`src/rtl/data_loader_pkg.sv`:
```
// Shared constants and types for the PU input path: sample/frame geometry,
// MAC sizing and the data_loader state encodings.
package data_loader_pkg;

  function automatic int unsigned count_width(input int unsigned depth);
    return (depth > 1) ? $clog2(depth) : 1;
  endfunction

  localparam int unsigned default_n                = 8;
  localparam int unsigned default_number_of_inputs = 62;
  localparam int unsigned count_w                  = count_width(default_number_of_inputs);

  // Product of two samples plus headroom for summing a full input vector.
  localparam int unsigned mac_prod_w = 2 * default_n;
  localparam int unsigned mac_acc_w  = mac_prod_w + count_w;

  typedef enum logic {StFill, StHold}  wr_state_e;
  typedef enum logic {StIdle, StValid} rd_state_e;

endpackage

```
`src/rtl/data_loader_if.sv`:
```
// Sample stream in, packed frame out. master = producer/consumer side,
// slave = the loader itself.
interface data_loader_if
  import data_loader_pkg::*;
#(
  parameter int unsigned n                = default_n,
  parameter int unsigned number_of_inputs = default_number_of_inputs
);
  logic [n-1:0]                  in_data;
  logic                          in_valid;
  logic                          in_last;
  logic                          in_ready;
  logic [number_of_inputs*n-1:0] data;
  logic                          data_valid;
  logic                          data_ready;
  logic                          frame_err;

  modport master (
    output in_data, in_valid, in_last, data_ready,
    input  in_ready, data, data_valid, frame_err
  );

  modport slave (
    input  in_data, in_valid, in_last, data_ready,
    output in_ready, data, data_valid, frame_err
  );
endinterface

```
`src/rtl/frame_counter.sv`:
```
// Sample index within a frame: increments per stored sample, wraps after the
// last slot, and clears on reset or a framing error.
module frame_counter #(
  parameter int unsigned max_count = 62,
  parameter int unsigned width     = 6
) (
  input  logic             clk,
  input  logic             rst,
  input  logic             inc,
  input  logic             clear,
  output logic [width-1:0] count,
  output logic             at_last
);
  localparam logic [width-1:0] last_val = width'(max_count - 1);

  logic [width-1:0] count_q, count_d;

  always_comb begin
    count_d = count_q;
    if (clear) begin
      count_d = '0;
    end else if (inc) begin
      count_d = (count_q == last_val) ? '0 : count_q + 1'b1;
    end
  end

  always_ff @(posedge clk) begin
    if (rst) begin
      count_q <= '0;
    end else begin
      count_q <= count_d;
    end
  end

  assign count   = count_q;
  assign at_last = (count_q == last_val);
endmodule

```
`src/rtl/data_loader.sv`:
```
// Collects a frame of samples into a write bank and hands it to a read bank
// that drives the PU data input; double buffering keeps input at one sample/cycle.
module data_loader
  import data_loader_pkg::*;
#(
  parameter int unsigned n                = default_n,
  parameter int unsigned number_of_inputs = default_number_of_inputs
) (
  input logic          clk,
  input logic          rst,
  data_loader_if.slave bus
);
  localparam int unsigned cw = count_width(number_of_inputs);
  localparam int unsigned fw = number_of_inputs * n;

  wr_state_e wr_state_q, wr_state_d;
  rd_state_e rd_state_q, rd_state_d;

  logic [fw-1:0] wr_bank_q, wr_bank_d;
  logic [fw-1:0] rd_bank_q, rd_bank_d;
  logic [cw-1:0] count;
  logic          at_last;
  logic          accept, complete, err, xfer;
  logic          frame_err_q;

  assign bus.in_ready = (wr_state_q == StFill);
  assign accept       = bus.in_valid && bus.in_ready;
  assign complete     = accept && at_last && bus.in_last;
  assign err          = accept && (at_last != bus.in_last);

  frame_counter #(
    .max_count(number_of_inputs),
    .width    (cw)
  ) u_frame_counter (
    .clk    (clk),
    .rst    (rst),
    .inc    (accept && !err),
    .clear  (err),
    .count  (count),
    .at_last(at_last)
  );

  // Stale slots after an error need no clearing: every slot is rewritten
  // before the next frame can complete.
  always_comb begin
    wr_bank_d = wr_bank_q;
    if (accept && !err) begin
      wr_bank_d[count*n +: n] = bus.in_data;
    end
  end

  always_comb begin
    wr_state_d = wr_state_q;
    rd_state_d = rd_state_q;
    xfer       = 1'b0;

    case (wr_state_q)
      StFill: begin
        if (complete) begin
          if (rd_state_q == StIdle || bus.data_ready) begin
            xfer = 1'b1;
          end else begin
            wr_state_d = StHold;
          end
        end
      end
      StHold: begin
        if (bus.data_ready) begin
          xfer       = 1'b1;
          wr_state_d = StFill;
        end
      end
      default: wr_state_d = StFill;
    endcase

    if (xfer) begin
      rd_state_d = StValid;
    end else if (rd_state_q == StValid && bus.data_ready) begin
      rd_state_d = StIdle;
    end

    // The completing sample lands in the read bank on the same edge.
    rd_bank_d = xfer ? wr_bank_d : rd_bank_q;
  end

  always_ff @(posedge clk) begin
    if (rst) begin
      wr_state_q  <= StFill;
      rd_state_q  <= StIdle;
      wr_bank_q   <= '0;
      rd_bank_q   <= '0;
      frame_err_q <= 1'b0;
    end else begin
      wr_state_q  <= wr_state_d;
      rd_state_q  <= rd_state_d;
      wr_bank_q   <= wr_bank_d;
      rd_bank_q   <= rd_bank_d;
      frame_err_q <= err;
    end
  end

  assign bus.data       = rd_bank_q;
  assign bus.data_valid = (rd_state_q == StValid);
  assign bus.frame_err  = frame_err_q;
endmodule

```
`src/flat_wrapper.sv`:
```
// flat-port wrapper written by rule: the top's interface ports become plain ports
module data_loader_flat import data_loader_pkg::*;
#(
  parameter int unsigned n                = default_n,
  parameter int unsigned number_of_inputs = default_number_of_inputs
)
  (clk, rst, bus_in_data, bus_in_valid, bus_in_last, bus_data_ready, bus_in_ready, bus_data, bus_data_valid, bus_frame_err);
  data_loader_if #(.n(n), .number_of_inputs(number_of_inputs)) bus_i ();
  input logic clk;
  input logic rst;
  input wire logic [$bits(bus_i.in_data)-1:0] bus_in_data;
  input wire logic [$bits(bus_i.in_valid)-1:0] bus_in_valid;
  input wire logic [$bits(bus_i.in_last)-1:0] bus_in_last;
  input wire logic [$bits(bus_i.data_ready)-1:0] bus_data_ready;
  output wire logic [$bits(bus_i.in_ready)-1:0] bus_in_ready;
  output wire logic [$bits(bus_i.data)-1:0] bus_data;
  output wire logic [$bits(bus_i.data_valid)-1:0] bus_data_valid;
  output wire logic [$bits(bus_i.frame_err)-1:0] bus_frame_err;
  assign bus_i.in_data = bus_in_data;
  assign bus_i.in_valid = bus_in_valid;
  assign bus_i.in_last = bus_in_last;
  assign bus_i.data_ready = bus_data_ready;
  assign bus_in_ready = bus_i.in_ready;
  assign bus_data = bus_i.data;
  assign bus_data_valid = bus_i.data_valid;
  assign bus_frame_err = bus_i.frame_err;
  data_loader #(.n(n), .number_of_inputs(number_of_inputs)) u_core (.clk(clk), .rst(rst), .bus(bus_i));
endmodule
```
`config.mk`:
```
export PLATFORM = sky130hd
export DESIGN_NAME = data_loader_flat
export DESIGN_NICKNAME = d
export VERILOG_FILES = /design/src/rtl/data_loader_pkg.sv /design/src/rtl/data_loader_if.sv /design/src/rtl/frame_counter.sv /design/src/rtl/data_loader.sv /design/src/flat_wrapper.sv
export SDC_FILE = /design/constraint.sdc
export NUM_CORES = 2
export LEC_CHECK = 0
export CAP_MARGIN = 5
export CORE_MARGIN = 1
export CORE_UTILIZATION = 49
export CTS_CLUSTER_DIAMETER = 40
export CTS_CLUSTER_SIZE = 10
export DETAILED_ROUTE_END_ITERATION = 16
export HOLD_SLACK_MARGIN = 0.12
export PLACE_DENSITY_LB_ADDON = 0.2
export SETUP_SLACK_MARGIN = 0.02
export SYNTH_ARGS = -nofsm -noshare
export SYNTH_HDL_FRONTEND = slang
export SYNTH_HIERARCHICAL = 1
export SYNTH_SLANG_ARGS = --single-unit
```
`constraint.sdc`:
```
create_clock -name clk -period 7.6 [get_ports clk]
set_input_delay 1.9 -clock clk [delete_from_list [all_inputs] [get_ports clk]]
set_output_delay 1.9 -clock clk [all_outputs]
set_load 0.01 [all_outputs]
```
==> impl_summary.log <==
INFO  metric yosysTopAreaCell = sky130_fd_sc_hd__dfxtp_1
INFO  metric min_period_over_period = slightly above 60%
INFO  metric gr-usage-all-layers = about a third
INFO  metric mappedNetlistArea = roughly 36000 um2
INFO  metric vdd.ir_drop.worst = approximately 150 uV
INFO  metric netlist_instances = around 3.9k
INFO  metric grt_first_pass_wirelength = 184000 um
INFO  metric core_area = about 73000 um2
INFO  metric maximum_number_of_pins_on_one_net_before_global_route_repair = a little under 300
INFO  metric cts_buffers = roughly 140
INFO  metric wire_per_inst = approximately 24 um
INFO  metric timing.final.max_slew_violations = 0
INFO  metric post_cts_hold_buffer_count = 0
INFO  metric starting_density_of_the_core = 49.4%
INFO  metric drt-pass1-iter-count = 6
INFO  metric gpl.final_weighted_congestion = a little over 0.9
INFO  metric buffer_ports.inserted = 511
INFO  metric commonest_cells_after_routing_fill_and_taps_aside = sky130_fd_sc_hd__dfxtp_1, sky130_fd_sc_hd__o21ai_0, sky130_fd_sc_hd__clkdlybuf4s50_1
INFO  metric setup_tns = 0 ns
INFO  metric boundaryPins = 512
INFO  metric via_count = roughly 31k
INFO  metric max_clock_freq = between 200 and 250 MHz
INFO  metric clock_latency = between 0.7 and 0.8 ns
INFO  metric critical_path.endpoint_type = register
INFO  metric report.final.setup_viol = 0
INFO  metric crit_fanout = 25
INFO  metric critPathTopFamily = simple AND/OR/NAND/NOR gates
INFO  metric outcome = complete, no violations
INFO  metric syn_area_per_cell = between 9 and 10 um2
INFO  metric global_route_congestion_overflow_total = 0
INFO  metric switching_part_of_the_total = 21.8%
INFO  metric clock_tree.root_cell = sky130_fd_sc_hd__clkbuf_16
INFO  metric power_density = 249 nW/um2
INFO  metric clock_sink_count = ~1k
INFO  metric first_global_vias = roughly 29k
INFO  metric cts_tree = yes
INFO  metric floorplan.rows = just under 100
INFO  metric grt_antenna_before_repair = 8
INFO  metric hold_violations = 0
INFO  metric wp_buf_inv = 0
INFO  metric crit_slowest_cell = sky130_fd_sc_hd__a2111oi_4
INFO  metric totalWireLength = 127000 um
INFO  metric crit_type = register to register
INFO  metric finalInstanceArea = around 46000 um2
INFO  metric tightest_slew = roughly 1.3 ns
INFO  metric synth_edf_count = 0
INFO  metric yosysUniqueCellTypes = between 60 and 70
INFO  metric post_drt_via_cell_ratio = between 5 and 6
INFO  metric worstHoldPathType = register to register
INFO  metric grt_setup_unrepaired = false
INFO  metric cts_max_level = 4
INFO  metric syn_to_final_growth = 27.5%
INFO  metric clock_share_of_power = about half
INFO  metric synthArstFlopShare = 0%
INFO  metric pwr-share-seq = a little under half
INFO  metric dr_iter_0_viols = 3526
INFO  metric detailed_place.area = about 42000 um2
INFO  metric internal_power = ~9.0 mW
INFO  metric fraction_of_layout_instances_using_a_drive_strength_above_1 = roughly 7.4%
INFO  metric synth_fp_nets = between 3k and 4k
INFO  metric die_height = approximately 270 um
INFO  metric nFillCells = 6112
INFO  metric flops_latches_synth = ~1k
INFO  metric worstSetupStartpointType = register
INFO  metric pwr-share-comb = under 10%
INFO  metric critPathMaxStageDelay = between 1 and 1.5 ns
INFO  metric ys.flop_type = sky130_fd_sc_hd__dfxtp_1
INFO  metric timing.clock.skew = 0.0248 ns
INFO  metric drv_cap = 0
INFO  metric postCtsSetupRepairBufs = 0
INFO  metric timing.critical_path.required = a little over 8 ns
INFO  metric dpl.hpwl = approximately 80000 um
INFO  metric synth.yosys.warnings = 6
INFO  metric arrival = between 5 and 6 ns
INFO  metric cts-resized-gates = 0
INFO  metric timing.critical_path.cells = nand4_1 -> nor2_1 -> xnor2_1 -> nand2_2 -> a2111oi_4 -> mux2i_1 -> a21oi_1
INFO  metric die_x = between 200 and 300 um
INFO  metric layout.cells.most_common = sky130_fd_sc_hd__dfxtp_1
INFO  metric die_area = around 75000 um2
INFO  metric cts-root-to-sink-buffers = 3
INFO  metric relSlewSlack = approximately a tenth
INFO  metric fin_nets = 4285
INFO  metric path_clk_slew = approximately 0.050 ns
INFO  metric total_net_switching_power = 2.50 mW
INFO  metric drc = 0
INFO  metric finalWorstPathRequiredPeriod = around 4.6 ns
INFO  metric drtAntennaViolNets = 0
INFO  metric synth-seq-area-share = 55.5%
INFO  metric power_leakage = roughly 17 nW
INFO  metric synthDominantCellAreaShare = roughly 56%
INFO  metric synthTopCellsByArea = sky130_fd_sc_hd__dfxtp_1, sky130_fd_sc_hd__mux2i_1, sky130_fd_sc_hd__o21ai_0
==> cell usage after synthesis, drive strengths merged, types with 20 or more instances <==
cell type  instances
nand4             27
nor3              44
nand3            174
and3              20
nand2             99
clkbuf           299
a21oi            479
buf               34
dfxtp           1001
mux2i            329
o21ai            601
nor2             449
a31oi            137
==> power groups by stage <==
stage / clock network [mW] / logic (mW) / registers (mW)
final: 5.93 / 0.282 / 5.26
after global routing: 6.23 / 0.290 / 5.25
after CTS: 5.99 / 0.272 / 5.26
after detailed placement: 0 / 0.272 / 5.37
after global placement: 0 / 0.273 / 5.37
after floorplan: 0 / 0.166 / 5.37
==> sequential cells by signal (all words and copies together) (netlist names) <==
name and cells:
u_core/u_frame_counter/count 6, u_core/bus.frame_err 1, u_core/wr_state_q 1, u_core/bus.data_valid 1, u_core/wr_bank_q 496, u_core/bus.data 496
==> worst reg2reg max path, cell delays in order, from the launching register on <==
cell                        delay, ns
sky130_fd_sc_hd__dfxtp_1         1.00
sky130_fd_sc_hd__nand4_1         0.40
sky130_fd_sc_hd__nor2_1          0.46
sky130_fd_sc_hd__xnor2_1         0.35
sky130_fd_sc_hd__nand2_2         0.66
sky130_fd_sc_hd__a2111oi_4       1.13
sky130_fd_sc_hd__mux2i_1         0.34
sky130_fd_sc_hd__a21oi_1         0.11
==> worst paths after layout <==
kind	to	cells after the start	slack, ns	startpoint
max	u_core/bus.data[119]	7	2.99	u_core/u_frame_counter/count[3]
min	u_core/bus.data[122]	2	0.45	u_core/bus.data[122]
max reg2reg	u_core/bus.data[119]	7	2.99	u_core/u_frame_counter/count[3]
min reg2reg	u_core/bus.data[122]	2	0.45	u_core/bus.data[122]
==> per-layer routing <==
layer	wire [um]	GRT usage, %	vias to the layer above
li1	-	-	14600
met5	24	0	-
met1	51800	42.7	15200
met2	57600	50.8	1406
met3	11900	8.96	270
met4	5180	14.0	4
==> cells by family after synthesis <==
logic type / after synthesis / synth area share (%)
muxes: 331 / 9.19
xor gates and xnor gates: 8 / 0.194
DFF: 1001 / 55.5
adders and majority gates: 4 / 0.139
AOI/OAI and AO/OA: 1306 / 20.0
buffers and inverters: 343 / 3.71
and+or+nand+nor: 891 / 11.2
==> cell type report <==
type	count	area, um2	share of cell area (%)
clock inverter	32	354	0.770
sequential	1001	20000	43.6
inverter	10	45.0	0.0979
tap	959	1200	2.61
timing repair buffer	580	5700	12.4
antenna	4	10.0	0.0218
multi-input combinational	2540	14800	32.2
clock buffer	173	3850	8.37
==> metrics by stage <==
| step | util (%) | hold slack, ns | cells | worst slack (ns) | power (mW) |
|---|---|---|---|---|---|
| 2_1_floorplan | - | 0.432 | 3884 | 3.65 | 5.53 |
| 3_3_place_gp | 57.3 | 0.436 | 5090 | 2.46 | 5.64 |
| 3_5_place_dp | 57.3 | 0.442 | 5090 | 2.40 | 5.64 |
| 4_1_cts | 63.0 | 0.452 | 5295 | 3.12 | 11.5 |
| 5_1_grt | 63.0 | 0.467 | 5296 | 2.73 | 11.8 |
| 6_report | 63.0 | 0.449 | 5299 | 2.99 | 11.5 |
Power figures use the tool's default switching activity.
